<file path="config.mk">
export PLATFORM = sky130hd
export DESIGN_NAME = irq_source_ctrl
export DESIGN_NICKNAME = d
export VERILOG_FILES = /design/src/rtl/irq_pkg.sv /design/src/rtl/irq_prio_enc.sv /design/src/rtl/irq_source_ctrl.sv
export SDC_FILE = /design/constraint.sdc
export NUM_CORES = 1
export LEC_CHECK = 0
export ABC_AREA = 1
export CELL_PAD_IN_SITES_DETAIL_PLACEMENT = 0
export CELL_PAD_IN_SITES_GLOBAL_PLACEMENT = 1
export CORE_ASPECT_RATIO = 0.7
export CORE_MARGIN = 2
export CORE_UTILIZATION = 33
export DETAILED_ROUTE_END_ITERATION = 16
export PLACE_DENSITY = 0.88
export SYNTH_ARGS = -nofsm -noshare
export SYNTH_HDL_FRONTEND = slang
export SYNTH_HIERARCHICAL = 1
export SYNTH_SLANG_ARGS = --single-unit
</file>
<file path="constraint.sdc">
create_clock -name clk -period 2.3 [get_ports clk]
set_clock_uncertainty 0.1 [all_clocks]
set_input_delay 0.46 -clock clk [delete_from_list [all_inputs] [get_ports clk]]
set_output_delay 0.46 -clock clk [all_outputs]
set_load 0.005 [all_outputs]
</file>
<file path="src/rtl/irq_pkg.sv">
// irq_pkg: shared FSM state type and default source count for the interrupt-source controller
package irq_pkg;
  typedef enum logic [1:0] {IDLE, REQ, GAP} irq_state_t;
  localparam int NSRC_DEF = 4;
endpackage

</file>
<file path="src/rtl/irq_prio_enc.sv">
// irq_prio_enc: combinational fixed-priority encoder, lowest index wins
//   req : N request bits in
//   any : at least one request bit is set
//   idx : index of the lowest set bit (0 when none)
module irq_prio_enc
  import irq_pkg::*;
#(
  parameter int N   = NSRC_DEF,
  parameter int IDW = $clog2(N)
) (
  input  logic [N-1:0]   req,
  output logic           any,
  output logic [IDW-1:0] idx
);
  always_comb begin
    any = |req;
    idx = '0;
    for (int i = N - 1; i >= 0; i--)
      if (req[i]) idx = IDW'(i);
  end
endmodule

</file>
<file path="src/rtl/irq_source_ctrl.sv">
// irq_source_ctrl: edge-collecting, masked, fixed-priority interrupt source with ExtIRQ/ExtIAck handshake
//   clk, reset : clock, async active-high reset
//   src        : peripheral lines, rising edge = event
//   mask       : 1 = source may request
//   lost_clr   : 1 = clear matching lost bit
//   ExtIAck    : acknowledge from controller
//   ExtIRQ     : registered request, high only in REQ
//   irq_id     : granted source, frozen during REQ
//   pending    : latched unserviced events
//   lost       : sticky overflow per source
module irq_source_ctrl
  import irq_pkg::*;
#(
  parameter int NSRC = NSRC_DEF,
  parameter int IDW  = $clog2(NSRC)
) (
  input  logic            clk,
  input  logic            reset,
  input  logic [NSRC-1:0] src,
  input  logic [NSRC-1:0] mask,
  input  logic [NSRC-1:0] lost_clr,
  input  logic            ExtIAck,
  output logic            ExtIRQ,
  output logic [IDW-1:0]  irq_id,
  output logic [NSRC-1:0] pending,
  output logic [NSRC-1:0] lost
);
  irq_state_t      state;
  logic [NSRC-1:0] src_q, edge_v, ret_v;
  logic            any;
  logic [IDW-1:0]  idx;
  assign edge_v = src & ~src_q;
  assign ret_v  = (state == REQ && ExtIAck) ? {{(NSRC-1){1'b0}}, 1'b1} << irq_id : '0;
  irq_prio_enc #(.N(NSRC), .IDW(IDW)) u_enc (
    .req (pending & mask),
    .any (any),
    .idx (idx)
  );
  // src_q resets high so a line already asserted at reset release is not an event;
  // in both registers a new edge overrides a same-cycle clear
  always_ff @(posedge clk or posedge reset) begin
    if (reset) begin
      src_q   <= '1;
      pending <= '0;
      lost    <= '0;
    end else begin
      src_q   <= src;
      pending <= (pending & ~ret_v) | edge_v;
      lost    <= (lost & ~lost_clr) | (edge_v & pending & ~ret_v);
    end
  end
  always_ff @(posedge clk or posedge reset) begin
    if (reset) begin
      state  <= IDLE;
      ExtIRQ <= 1'b0;
      irq_id <= '0;
    end else begin
      case (state)
        IDLE: if (any) begin
          state  <= REQ;
          ExtIRQ <= 1'b1;
          irq_id <= idx;
        end
        REQ: if (ExtIAck) begin
          state  <= GAP;
          ExtIRQ <= 1'b0;
        end
        default: begin
          state  <= IDLE;
          ExtIRQ <= 1'b0;
        end
      endcase
    end
  end
endmodule

</file>
==> flow_summary.yaml <==
run_status:
  outcome: "finished, final reports clean"
setup_path:
  cp-start-kind: "flip-flop"
  path_delay_family: "buffers and inverters"
  endpoint_kind: "output pin"
  cp.arrival_ps: 1290
  cp_slowest_stage_delay_ps: 540
  worstPathCellList: "clkdlybuf4s50_1"
  cp.required_ps: 1740
  crit_buf_inv: 1
  crit_fanout: 6
  crit_type: "reg2out"
  crit_slowest_cell: "clkdlybuf4s50_1"
clock_network:
  numCtsBuffers: 3
  cts_setup_buffers: 0
  clk_latency_ps: 290
  cts.repair.resized: 0
  path_clk_slew_ps: 90
  clkSinkCount: 16
  cts_tree: "yes"
  hold_buffers: 0
  ctsHtreeMaxLevel: 1
  clock_path_buffers: 2
  cts-root-buf: "clkbuf_4"
power:
  p_leak_nw: 0.582
  power_density_nw_per_um2: 925
  finalPower_mw: 0.993
  peakVddDrop_mv: 0.418
placement:
  gp_congestion: 0.738
  io_buffers: 25
  preCtsSetupSlack_ps: 625
  hpwl_mm: 1.22
  place_area_um2: 1040
sta:
  rsz0062_at_grt: "no"
  tns_ps: 0
  setup_slack_ps: 451
  hold_viol: 0
  max_slew_margin: 0.598
  max_freq_ghz: 0.541
  period_share: 0.804
  setup_viol: 0
  worstMarginPinSlew_ps: 602
  drv_slew: 0
  period_needed_ps: 1850
grt:
  grt.overflow.total: 0
  antenna_found_initial: 0
  grt_pass1_vias: 668
  grt_usage: 0.138
  grt_pass1_wl_mm: 2.72
  grt_max_degree: 17
routing:
  vias: 645
  first_pass_iters: 3
  first_iter_violations: 8
  drc: 0
  ant_nets: 0
  avgViaCountPerCell: 4.11
  wl_per_cell_um: 9.69
  wl_mm: 1.52
final_layout:
  antenna_cells: 0
  finish.utilization: 0.502
  nets: 141
  synthToLayoutAreaGrowth_pct: 43.7
  num-fill-cells: 223
  drive_gt1_frac: 0.144
  fin_area_um2: 1070
floorplanning:
  core_area_um2: 2140
  rows: 14
  ioPinCount: 26
  die_x_um: 60.9
  start_util: 0.350
  fp.dieH_um: 43.8
  dieArea_um2: 2670
hold_path:
  hold_path.class: "reg2reg"
synthesis:
  ys_seq_area_frac: 0.543
  synthCells: 96
  ys_seq_elements: 16
  synth_top_area_share: 0.402
  synth_largest_area_cell: "dfrtp_1"
  ys_types: 13
  syn_area_per_cell_um2: 7.78
  syn_nets: 111
  ys_warn_count: 6
  synth_area_leaders: "dfrtp_1, nand2_1, dfstp_2, inv_1, o21ai_1"
  netlist_area_um2: 747
flow_run:
  cap_violations: 0
-- registers in the layout, summed over array words and instances, names as in the netlist --
signal / cells
state: 2
pending: 4
lost: 4
src_q: 4
irq_id: 2
-- per-stage QoR --
stage / hold WS, ps / std cells
after floorplan: 271 / 96
after global placement: 364 / 153
after detailed placement: 364 / 153
after CTS: 389 / 157
after global routing: 424 / 157
final: 383 / 157
-- tightest hold or removal path, cell delays in order (launching register included) --
cell and delay, ps:
dfrtp_1 350, nand2_1 50, nand2_1 60
-- metal layers --
layer  track usage  wire length, µm
met5             0                0
met4        0.0522               21
met3        0.0358               64
met2         0.245              775
met1         0.160              659
-- placed cells by master (no fill, tap or decap) --
cell type        synthesis  final
clkbuf_4                 0      3
o31ai_1                  1      1
a21oi_2                  2      2
nand3_1                  2      2
o21ai_1                  6      6
inv_1                   24     24
dfrtp_1                 12     12
dfstp_2                  4      4
nor2_1                   5      5
clkbuf_8                 0      1
inv_2                    5      5
clkdlybuf4s50_1          0     25
nand2_1                 31     31
nand4_1                  1      1
nand3_2                  2      2
nor2_2                   1      1
-- cells in the mapped netlist, drive strengths merged --
master and number:
a21oi 2, dfstp 4, o31ai 1, nand2 31
nand3 4, dfrtp 12, nand4 1, o21ai 6
nor2 6, inv 29
-- where the power goes --
group / switching, mW / internal (mW)
Clock: 0.0879 / 0.0965
Sequential: 0.0741 / 0.356
Combinational: 0.178 / 0.201
Total: 0.340 / 0.653
-- kinds of logic after synthesis --
logic type,count (synthesis),share of synthesized area
buf+inv,29,0.146
flops,16,0.543
compound gates,9,0.0737
simple gates,42,0.238
-- cell type report --
type,count,area [µm²],area share
clock buffers,4,36.3,0.0338
inverters,29,109,0.101
multi-input cells,51,233,0.217
flip-flops and latches,16,405,0.378
well taps,32,40.0,0.0373
repair buffers,25,250,0.233
-- path summary, 6_finish.rpt --
check,start,to,slack (ps),depth (start not counted)
worst max-delay path,irq_id[0],irq_id[0],450,1
worst min-delay path,lost[3],lost[3],380,2
worst max register to register,pending[3],state[0],1120,6
worst min register to register,lost[3],lost[3],380,2
max in group asynchronous,reset,lost[1],1260,2
min in group asynchronous,reset,pending[3],450,2
(Power assumes the default switching activity.)
